File: src/rtl/riscv_ctrl_pkg.sv
// Shared types and encodings for the multicycle RISC-V control unit.
// MULDIV_EN adds the MDU state and makes funct7=0000001 on R-type legal.
package riscv_ctrl_pkg;

   typedef enum logic [2:0] {
      ST_FETCH  = 3'd0,
      ST_DECODE = 3'd1,
      ST_EXEC   = 3'd2,
      ST_MEM    = 3'd3,
      ST_WB     = 3'd4,
      ST_TRAP   = 3'd5
`ifdef MULDIV_EN
      , ST_MDU  = 3'd6
`endif
   } state_t;

   localparam logic [6:0] OPC_OP     = 7'b0110011;
   localparam logic [6:0] OPC_OP_IMM = 7'b0010011;
   localparam logic [6:0] OPC_LOAD   = 7'b0000011;
   localparam logic [6:0] OPC_STORE  = 7'b0100011;
   localparam logic [6:0] OPC_BRANCH = 7'b1100011;
   localparam logic [6:0] OPC_JAL    = 7'b1101111;
   localparam logic [6:0] OPC_JALR   = 7'b1100111;
   localparam logic [6:0] OPC_LUI    = 7'b0110111;
   localparam logic [6:0] OPC_AUIPC  = 7'b0010111;
   localparam logic [6:0] F7_MULDIV  = 7'b0000001;

   localparam logic [3:0] ALU_ADD = 4'b0000;
   localparam logic [3:0] ALU_SUB = 4'b1000;

   localparam logic [1:0] SRCA_PC   = 2'b00;
   localparam logic [1:0] SRCA_RS1  = 2'b01;
   localparam logic [1:0] SRCA_ZERO = 2'b10;

   localparam logic [1:0] SRCB_RS2  = 2'b00;
   localparam logic [1:0] SRCB_IMM  = 2'b01;
   localparam logic [1:0] SRCB_FOUR = 2'b10;

   localparam logic [1:0] M2R_ALU = 2'b00;
   localparam logic [1:0] M2R_MEM = 2'b01;
   localparam logic [1:0] M2R_PC4 = 2'b10;

   localparam logic [1:0] PCSRC_PC4    = 2'b00;
   localparam logic [1:0] PCSRC_BRANCH = 2'b01;
   localparam logic [1:0] PCSRC_JAL    = 2'b10;
   localparam logic [1:0] PCSRC_JALR   = 2'b11;

   // Only BEQ/BNE are supported among the branches.
   function automatic logic is_legal(input logic [6:0] opcode, input logic [2:0] funct3,
                                     input logic muldiv);
      logic legal;
      case (opcode)
`ifdef MULDIV_EN
         OPC_OP:     legal = 1'b1;
`else
         OPC_OP:     legal = !muldiv;
`endif
         OPC_BRANCH: legal = (funct3 == 3'b000) || (funct3 == 3'b001);
         OPC_OP_IMM, OPC_LOAD, OPC_STORE, OPC_JAL, OPC_JALR, OPC_LUI, OPC_AUIPC:
                     legal = 1'b1;
         default:    legal = 1'b0;
      endcase
      return legal;
   endfunction

endpackage

File: src/rtl/ctrl_wait_timer.sv
// Counts consecutive wait cycles; expired fires on the cycle the count would reach TIMEOUT_CYCLES.
module ctrl_wait_timer #(
   parameter int TIMEOUT_CYCLES = 15
) (
   input  logic clk,
   input  logic rst,
   input  logic run,
   input  logic clear,
   output logic expired
);

   logic [7:0] count_r;

   assign expired = run && !clear && (count_r == 8'(TIMEOUT_CYCLES - 1));

   // Wait-cycle counter
   always_ff @(posedge clk or posedge rst) begin
      if (rst) begin
         count_r <= 8'd0;
      end else if (clear) begin
         count_r <= 8'd0;
      end else if (run && !expired) begin
         count_r <= count_r + 8'd1;
      end else begin
         count_r <= count_r;
      end
   end

endmodule

File: src/rtl/multicycle_control_unit.sv
// Multicycle RISC-V control FSM: FETCH/DECODE/EXEC/MEM/WB plus an absorbing TRAP.
// Define MULDIV_EN to add the MDU state and the mdu_start/mdu_done handshake.
module multicycle_control_unit
   import riscv_ctrl_pkg::*;
#(
   parameter int ALUOP_W        = 4,
   parameter int TIMEOUT_CYCLES = 15
) (
   input  logic               clk,
   input  logic               rst,
`ifdef MULDIV_EN
   input  logic               mdu_done,
   output logic               mdu_start,
`endif
   output logic               imem_req,
   input  logic               imem_ack,
   input  logic [31:0]        imem_rdata,
   output logic               dmem_req,
   output logic               dmem_we,
   input  logic               dmem_ack,
   input  logic               alu_zero,
   output logic               ir_load,
   output logic               pc_write,
   output logic               reg_write,
   output logic [1:0]         alu_src_a,
   output logic [1:0]         alu_src_b,
   output logic [1:0]         mem_to_reg,
   output logic [1:0]         pc_src,
   output logic [ALUOP_W-1:0] alu_op,
   output logic [2:0]         state_o,
   output logic               illegal_o,
   output logic               timeout_o
);

   state_t     state_r;
   logic [6:0] opcode_r;
   logic [2:0] funct3_r;
   logic [6:0] funct7_r;
   logic [4:0] rd_r;
   logic       illegal_r;
   logic       timeout_r;
   logic       wait_state_s;
   logic       ack_s;
   logic       expired_s;
   logic [3:0] alu_op4_s;
   logic       rd_nz_s;
   logic       unused_s;
`ifdef MULDIV_EN
   logic       mdu_first_r;
`endif

   assign unused_s     = ^imem_rdata[24:15];
   assign wait_state_s = (state_r == ST_FETCH) || (state_r == ST_MEM);
   assign ack_s        = (state_r == ST_FETCH) ? imem_ack : dmem_ack;
   assign rd_nz_s      = (rd_r != 5'd0);
   assign state_o      = state_r;
   assign illegal_o    = illegal_r;
   assign timeout_o    = timeout_r;
   assign alu_op       = ALUOP_W'(alu_op4_s);

   ctrl_wait_timer #(.TIMEOUT_CYCLES(TIMEOUT_CYCLES)) u_wait_timer (
      .clk     (clk),
      .rst     (rst),
      .run     (wait_state_s && !ack_s),
      .clear   (!wait_state_s || ack_s),
      .expired (expired_s)
   );

   // State register, latched instruction fields and sticky trap flags
   always_ff @(posedge clk or posedge rst) begin
      if (rst) begin
         state_r   <= ST_FETCH;
         opcode_r  <= 7'd0;
         funct3_r  <= 3'd0;
         funct7_r  <= 7'd0;
         rd_r      <= 5'd0;
         illegal_r <= 1'b0;
         timeout_r <= 1'b0;
`ifdef MULDIV_EN
         mdu_first_r <= 1'b0;
`endif
      end else begin
`ifdef MULDIV_EN
         mdu_first_r <= 1'b0;
`endif
         case (state_r)
            ST_FETCH: begin
               if (imem_ack) begin
                  opcode_r <= imem_rdata[6:0];
                  rd_r     <= imem_rdata[11:7];
                  funct3_r <= imem_rdata[14:12];
                  funct7_r <= imem_rdata[31:25];
                  state_r  <= ST_DECODE;
               end else if (expired_s) begin
                  state_r   <= ST_TRAP;
                  timeout_r <= 1'b1;
               end else begin
                  state_r <= ST_FETCH;
               end
            end
            ST_DECODE: begin
               if (is_legal(opcode_r, funct3_r, funct7_r == F7_MULDIV)) begin
                  state_r <= ST_EXEC;
               end else begin
                  state_r   <= ST_TRAP;
                  illegal_r <= 1'b1;
               end
            end
            ST_EXEC: begin
               case (opcode_r)
`ifdef MULDIV_EN
                  OPC_OP: begin
                     if (funct7_r == F7_MULDIV) begin
                        state_r     <= ST_MDU;
                        mdu_first_r <= 1'b1;
                     end else begin
                        state_r <= ST_WB;
                     end
                  end
                  OPC_OP_IMM, OPC_LUI, OPC_AUIPC: state_r <= ST_WB;
`else
                  OPC_OP, OPC_OP_IMM, OPC_LUI, OPC_AUIPC: state_r <= ST_WB;
`endif
                  OPC_LOAD, OPC_STORE: state_r <= ST_MEM;
                  default:             state_r <= ST_FETCH;
               endcase
            end
            ST_MEM: begin
               if (dmem_ack) begin
                  state_r <= (opcode_r == OPC_LOAD) ? ST_WB : ST_FETCH;
               end else if (expired_s) begin
                  state_r   <= ST_TRAP;
                  timeout_r <= 1'b1;
               end else begin
                  state_r <= ST_MEM;
               end
            end
            ST_WB:   state_r <= ST_FETCH;
`ifdef MULDIV_EN
            ST_MDU:  state_r <= mdu_done ? ST_WB : ST_MDU;
`endif
            ST_TRAP: state_r <= ST_TRAP;
            default: state_r <= ST_TRAP;
         endcase
      end
   end

   // Datapath strobes and mux selects; reset decodes like TRAP so everything drops at once
   always_comb begin
      imem_req   = 1'b0;
      dmem_req   = 1'b0;
      dmem_we    = 1'b0;
      ir_load    = 1'b0;
      pc_write   = 1'b0;
      reg_write  = 1'b0;
      alu_src_a  = SRCA_PC;
      alu_src_b  = SRCB_FOUR;
      mem_to_reg = M2R_ALU;
      pc_src     = PCSRC_PC4;
      alu_op4_s  = ALU_ADD;
`ifdef MULDIV_EN
      mdu_start  = 1'b0;
`endif
      case (rst ? ST_TRAP : state_r)
         ST_FETCH: begin
            imem_req = 1'b1;
            ir_load  = imem_ack;
            pc_write = imem_ack;
         end
         ST_DECODE: begin
            alu_src_b = SRCB_IMM;
         end
         ST_EXEC: begin
            case (opcode_r)
               OPC_OP: begin
                  alu_src_a = SRCA_RS1;
                  alu_src_b = SRCB_RS2;
                  alu_op4_s = {funct7_r[5], funct3_r};
               end
               OPC_OP_IMM: begin
                  alu_src_a = SRCA_RS1;
                  alu_src_b = SRCB_IMM;
                  // funct7[5] is only an opcode bit for SRAI; otherwise it is immediate data
                  alu_op4_s = {funct7_r[5] && (funct3_r == 3'b101), funct3_r};
               end
               OPC_LOAD, OPC_STORE: begin
                  alu_src_a = SRCA_RS1;
                  alu_src_b = SRCB_IMM;
               end
               OPC_BRANCH: begin
                  alu_src_a = SRCA_RS1;
                  alu_src_b = SRCB_RS2;
                  alu_op4_s = ALU_SUB;
                  pc_src    = PCSRC_BRANCH;
                  pc_write  = funct3_r[0] ? !alu_zero : alu_zero;
               end
               OPC_JAL, OPC_JALR: begin
                  alu_src_a  = SRCA_RS1;
                  alu_src_b  = SRCB_IMM;
                  pc_src     = (opcode_r == OPC_JAL) ? PCSRC_JAL : PCSRC_JALR;
                  pc_write   = 1'b1;
                  reg_write  = rd_nz_s;
                  mem_to_reg = M2R_PC4;
               end
               OPC_LUI: begin
                  alu_src_a = SRCA_ZERO;
                  alu_src_b = SRCB_IMM;
               end
               OPC_AUIPC: begin
                  alu_src_b = SRCB_IMM;
               end
               default: begin
                  alu_op4_s = ALU_ADD;
               end
            endcase
         end
         ST_MEM: begin
            dmem_req = 1'b1;
            dmem_we  = (opcode_r == OPC_STORE);
         end
         ST_WB: begin
            reg_write  = rd_nz_s;
            mem_to_reg = (opcode_r == OPC_LOAD) ? M2R_MEM : M2R_ALU;
         end
`ifdef MULDIV_EN
         ST_MDU: begin
            mdu_start = mdu_first_r;
            alu_op4_s = {funct7_r[5], funct3_r};
         end
`endif
         default: begin
            imem_req = 1'b0;
         end
      endcase
   end

endmodule

File: config.mk
export PLATFORM = sky130hd
export DESIGN_NAME = multicycle_control_unit
export DESIGN_NICKNAME = d
export VERILOG_FILES = /design/src/rtl/riscv_ctrl_pkg.sv /design/src/rtl/ctrl_wait_timer.sv /design/src/rtl/multicycle_control_unit.sv
export SDC_FILE = /design/constraint.sdc
export NUM_CORES = 1
export LEC_CHECK = 0
export CORE_ASPECT_RATIO = 0.9
export CORE_UTILIZATION = 37
export DETAILED_ROUTE_END_ITERATION = 12
export GPL_TIMING_DRIVEN = 0
export PLACE_DENSITY = 0.65
export SLEW_MARGIN = 25
export SYNTH_ARGS = -nofsm -noshare
export SYNTH_HDL_FRONTEND = slang
export SYNTH_SLANG_ARGS = --single-unit
File: constraint.sdc
create_clock -name clk -period 4.7 [get_ports clk]
set_input_delay 0.705 -clock clk [delete_from_list [all_inputs] [get_ports clk]]
set_output_delay 0.705 -clock clk [all_outputs]
set_load 0.01 [all_outputs]
==> results.txt, run 1 <==
----------------------------------------------------
[Status]
  Run status ... finished, final reports clean

[Critical path]
  Critical-path cell list ... clkdlybuf4s50_1 > inv_2 > buf_16 > nand3_2 > or3_1 > nor3_1 > and2_1 > clkdlybuf4s50_1
  Most used cell along the critical path ... sky130_fd_sc_hd__clkdlybuf4s50_1
  Worst Reg2Reg Path Length in Cells ... 6
  Number of logic stages on the critical path including buffering ... 8
  Category of cells accounting for the largest share of critical-path delay ... buffers and inverters
  Crit path kind ... input port to primary output
  Launching element type of the critical path ... input port
  Critical-path cell with the highest stage delay ... sky130_fd_sc_hd__clkdlybuf4s50_1
  Highest net fanout along the worst path ... 20
  R2R Path Start ... state_o[1]
  CP Data Required Time ... 3.99 ns
  Data arrival, critical path ... 3.37 ns
  Startpoint of the most critical setup path ... rst
  Delay of the slowest critical-path stage ... 0.55 ns
  Buffers and inverters on the worst path ... 4
  Worst Setup End Kind ... primary output

[Final layout]
  Proportion of layout cells with a drive suffix above 1 ... 21.5%
  Most frequent standard cell in the layout excluding fill and tap cells ... sky130_fd_sc_hd__clkdlybuf4s50_1
  Synth-to-layout area growth ... 36.1%
  Number of nets in the layout ... 285
  Number of diodes ... 0
  Leading cell types in the layout, fill and taps excluded ... 49 x sky130_fd_sc_hd__clkdlybuf4s50_1, 35 x sky130_fd_sc_hd__dfrtp_1, 21 x sky130_fd_sc_hd__nor2_1

[Logic synthesis]
  Asr flop ratio synth ... 100%
  Distinct cells, synth ... 52
  Yosys warnings ... 0
  Syn avg cell area ... 10.5 um2
  Gate count of the mapped netlist ... 189
  Main synth FF type ... sky130_fd_sc_hd__dfrtp_1
  Number of enable flip-flop cells after synthesis ... 0
  Area of the mapped netlist ... 1980 um2
  Post-synthesis sequential area ratio ... 44.2%
  Syn Nets ... 228
  Register bit count reported by yosys ... 35

[Floorplanning]
  Core Area ... 4980 um2
  Width of the chip ... 79.2 um
  Die area ... 5660 um2
  Vert. Die Dim ... 71.5 um
  Top Ports ... 60
  Initial core utilization ... 39.8%
  Count of standard-cell rows ... 24

[Route]
  Total number of vias ... 1593
  Avg Vias per Cell ... 5.11
  Routed wire length per instance ... 14.4 um
  Routed length on met1 ... 2290 um
  DRC violations left ... 0
  Violation count after the first detailed-route iteration ... 86
  Routed length on met2 ... 1980 um
  Met3 wire len ... 160 um
  Pre-Repair DR Iteration Count ... 4
  Top layer used by detailed routing ... met4
  Post-Route WL ... 4490 um
  Number of nets with antenna violations after detailed routing ... 0

[Hold path]
  Hold Crit Depth ... 1
  Tightest Hold Check Type ... flop to flop
  Min-delay src ... illegal_o

[STA]
  Highest Clock Rate ... 245 MHz
  Number of endpoints with negative hold slack in the final report ... 0
  Unrepaired setup endpoints after global routing ... no
  Part of the cycle the worst path needs ... 86.7%
  Final clock skew ... 0.00587 ns
  Post-route minimum period ... 4.08 ns
  Summed negative setup slack over all endpoints ... 0 ns
  Setup violators final ... 0
  Final worst slack ... 0.624 ns
  Worst-case headroom to the max-slew limit ... 60.4%
  Max Slew Vio Count ... 0
  Worst slew pin tran ... 0.593 ns

[Pwr]
  Internal power summed over all cells ... 0.508 mW
  Seq pwr share ... 47.9%
  Clock network fraction of design power ... 42.9%
  Power per cell area ... 247 nW/um2
  Switching share of total power ... 23.8%
  Sw power ... 0.159 mW
  Part of the total power dissipated in combinational logic ... 9.1%
  Total leakage power ... 1.09 nW
  Max IR drop VDD ... 0.203 mV

[Clock network]
  CTS root buf ... sky130_fd_sc_hd__clkbuf_8
  # H-tree levels ... 2
  Source-to-sink clock delay at the later pin of the worst-skew pair ... 0.29 ns
  CTS Buffer Depth ... 2
  CTS sink count ... 35
  Post-CTS setup buffer count ... 0
  Number of hold-repair buffers added at the cts stage ... 0
  Clock transition at the registers of the reported paths ... 0.08 ns
  CTS tree ... built
  CTS buffer count ... 5
  Number of gates resized after CTS ... 0

[GRT]
  Global-route wire length before repair ... 7290 um
  Antenna violations before repair ... 0
  Total congestion overflow ... 0
  Vias in the first global route ... 1522
  GRT Util Overall ... 16.8%
  Largest net degree at the start of global routing ... 21

[Placed design]
  Last weighted congestion value of the routability-driven placer ... 0.802
  Worst slack after detailed placement ... 0.644 ns
  Count of port buffers added during placement ... 49
  Post-DP HPWL ... 3330 um

[Job]
  Max-cap viol count ... 0

----------------------------------------------------
-- worst reg2reg max path: stages (launching register included) --
cell and delay [ns]:
sky130_fd_sc_hd__dfrtp_1 0.37, sky130_fd_sc_hd__buf_2 0.19, sky130_fd_sc_hd__nor2_4 0.11, sky130_fd_sc_hd__inv_2 0.06
sky130_fd_sc_hd__nor3b_4 0.36, sky130_fd_sc_hd__buf_4 0.27, sky130_fd_sc_hd__mux2_2 0.35
-- Yosys cell counts (3+ instances only) --
library cell               count  area, um2
sky130_fd_sc_hd__nor2_1       21       78.8
sky130_fd_sc_hd__buf_4         3       22.5
sky130_fd_sc_hd__o21ai_0       4       20.0
sky130_fd_sc_hd__nor3_1        7       35.0
sky130_fd_sc_hd__inv_1         5       18.8
sky130_fd_sc_hd__nand2_1      12       45.0
sky130_fd_sc_hd__a21oi_1       5       25.0
sky130_fd_sc_hd__xor2_1        5       43.8
sky130_fd_sc_hd__o211ai_2      3       37.5
sky130_fd_sc_hd__dfrtp_1      35        876
sky130_fd_sc_hd__nor4_1        5       31.3
sky130_fd_sc_hd__o21bai_1      4       30.0
sky130_fd_sc_hd__buf_2         3       15.0
sky130_fd_sc_hd__nand4_1       3       18.8
sky130_fd_sc_hd__mux2_2       20        225
sky130_fd_sc_hd__and2_1        5       31.3
-- cell families (layout without fill, tap and decap cells) --
logic type / after synthesis / in the layout / synth area share [%]
AND/OR/NAND/NOR: 78 / 78 / 23.2
flip-flops: 35 / 35 / 44.2
AO/OA/AOI/OAI: 31 / 31 / 12.4
multiplexers: 20 / 20 / 11.4
buffers and inverters: 16 / 74 / 4.54
XOR/XNOR: 7 / 7 / 3.09
adder cells (fa/ha/maj): 2 / 2 / 1.26
-- routing by layer --
layer,GRT usage (%),up-vias
met1,23.7,757
met3,3.69,4
li1,-,794
met2,25.5,38
met4,6.06,0
met5,0,-
-- worst paths after layout --
path,endpoint,slack (ns)
setup reg to reg,rd_r[4],2.88
hold / removal,illegal_o,0.47
min in group asynchronous,opcode_r[1],0.94
hold reg to reg,illegal_o,0.47
max in group asynchronous,illegal_o,3.31
setup / recovery,alu_op[1],0.62
-- layout make-up --
class,count,area (um2)
timing repair buffer,50,518
inverter,6,22.5
clock inverter,3,47.5
tap,65,81.3
fill,464,2290
buffer,10,67.6
multi-input combinational,138,1020
sequential,35,876
clock buffer,5,68.8
-- flip-flops by register name, summed over array words and instances (netlist names) --
register              flops
opcode_r                  7
u_wait_timer.count_r      8
funct3_r                  3
timeout_o                 1
illegal_o                 1
state_o                   3
rd_r                      5
funct7_r                  7
-- through the flow --
stage	hold WS, ns	cells	cell area (um2)	power [mW]	util, %
final	0.473	312	2700	0.666	54.1
after global routing	0.495	312	2700	0.692	54.1
after CTS	0.478	312	2700	0.673	54.1
after detailed placement	0.455	304	2580	0.387	51.8
after global placement	0.455	303	2550	0.383	51.3
after floorplan	0.473	189	1980	0.351	-
-- power by group through the flow --
| stage | clock network [mW] | logic, mW | registers, mW |
|---|---|---|---|
| finish | 0.286 | 0.0609 | 0.319 |
| global placement | 0 | 0.0579 | 0.325 |
| detailed placement | 0 | 0.0612 | 0.326 |
| floorplan | 0 | 0.0277 | 0.323 |
| CTS | 0.292 | 0.0615 | 0.319 |
| global route | 0.305 | 0.0667 | 0.321 |
Note: power is estimated with default switching activity, not from simulation.
==> run 2: changes to the inputs <==
--- a/config.mk
+++ b/config.mk
@@ -9,6 +9,7 @@
 export CORE_UTILIZATION = 37
 export DETAILED_ROUTE_END_ITERATION = 12
 export GPL_TIMING_DRIVEN = 0
+export HOLD_SLACK_MARGIN = 0.02
 export PLACE_DENSITY = 0.65
 export SLEW_MARGIN = 25
 export SYNTH_ARGS = -nofsm -noshare
==> results of run 2 <==
No change in the layout: final DEF, timing and power equal those of run 1.
==> run 3: changes to the inputs <==
==> constraint.sdc (replaced) <==
create_clock -name clk -period 4.76 [get_ports clk]
set_input_delay 0.714 -clock clk [delete_from_list [all_inputs] [get_ports clk]]
set_output_delay 0.714 -clock clk [all_outputs]
set_load 0.01 [all_outputs]
==> results of run 3 <==
The final DEF is identical to that of run 1. Status: finished, final reports clean.
Among the figures that moved: setup slack after placement 0.644 ns -> 0.686 ns; setup slack after layout 0.624 ns -> 0.666 ns; register-to-register setup slack 2.88 ns -> 2.94 ns; total power 0.666 mW -> 0.658 mW; worst IR drop on VDD 0.203 mV -> 0.200 mV
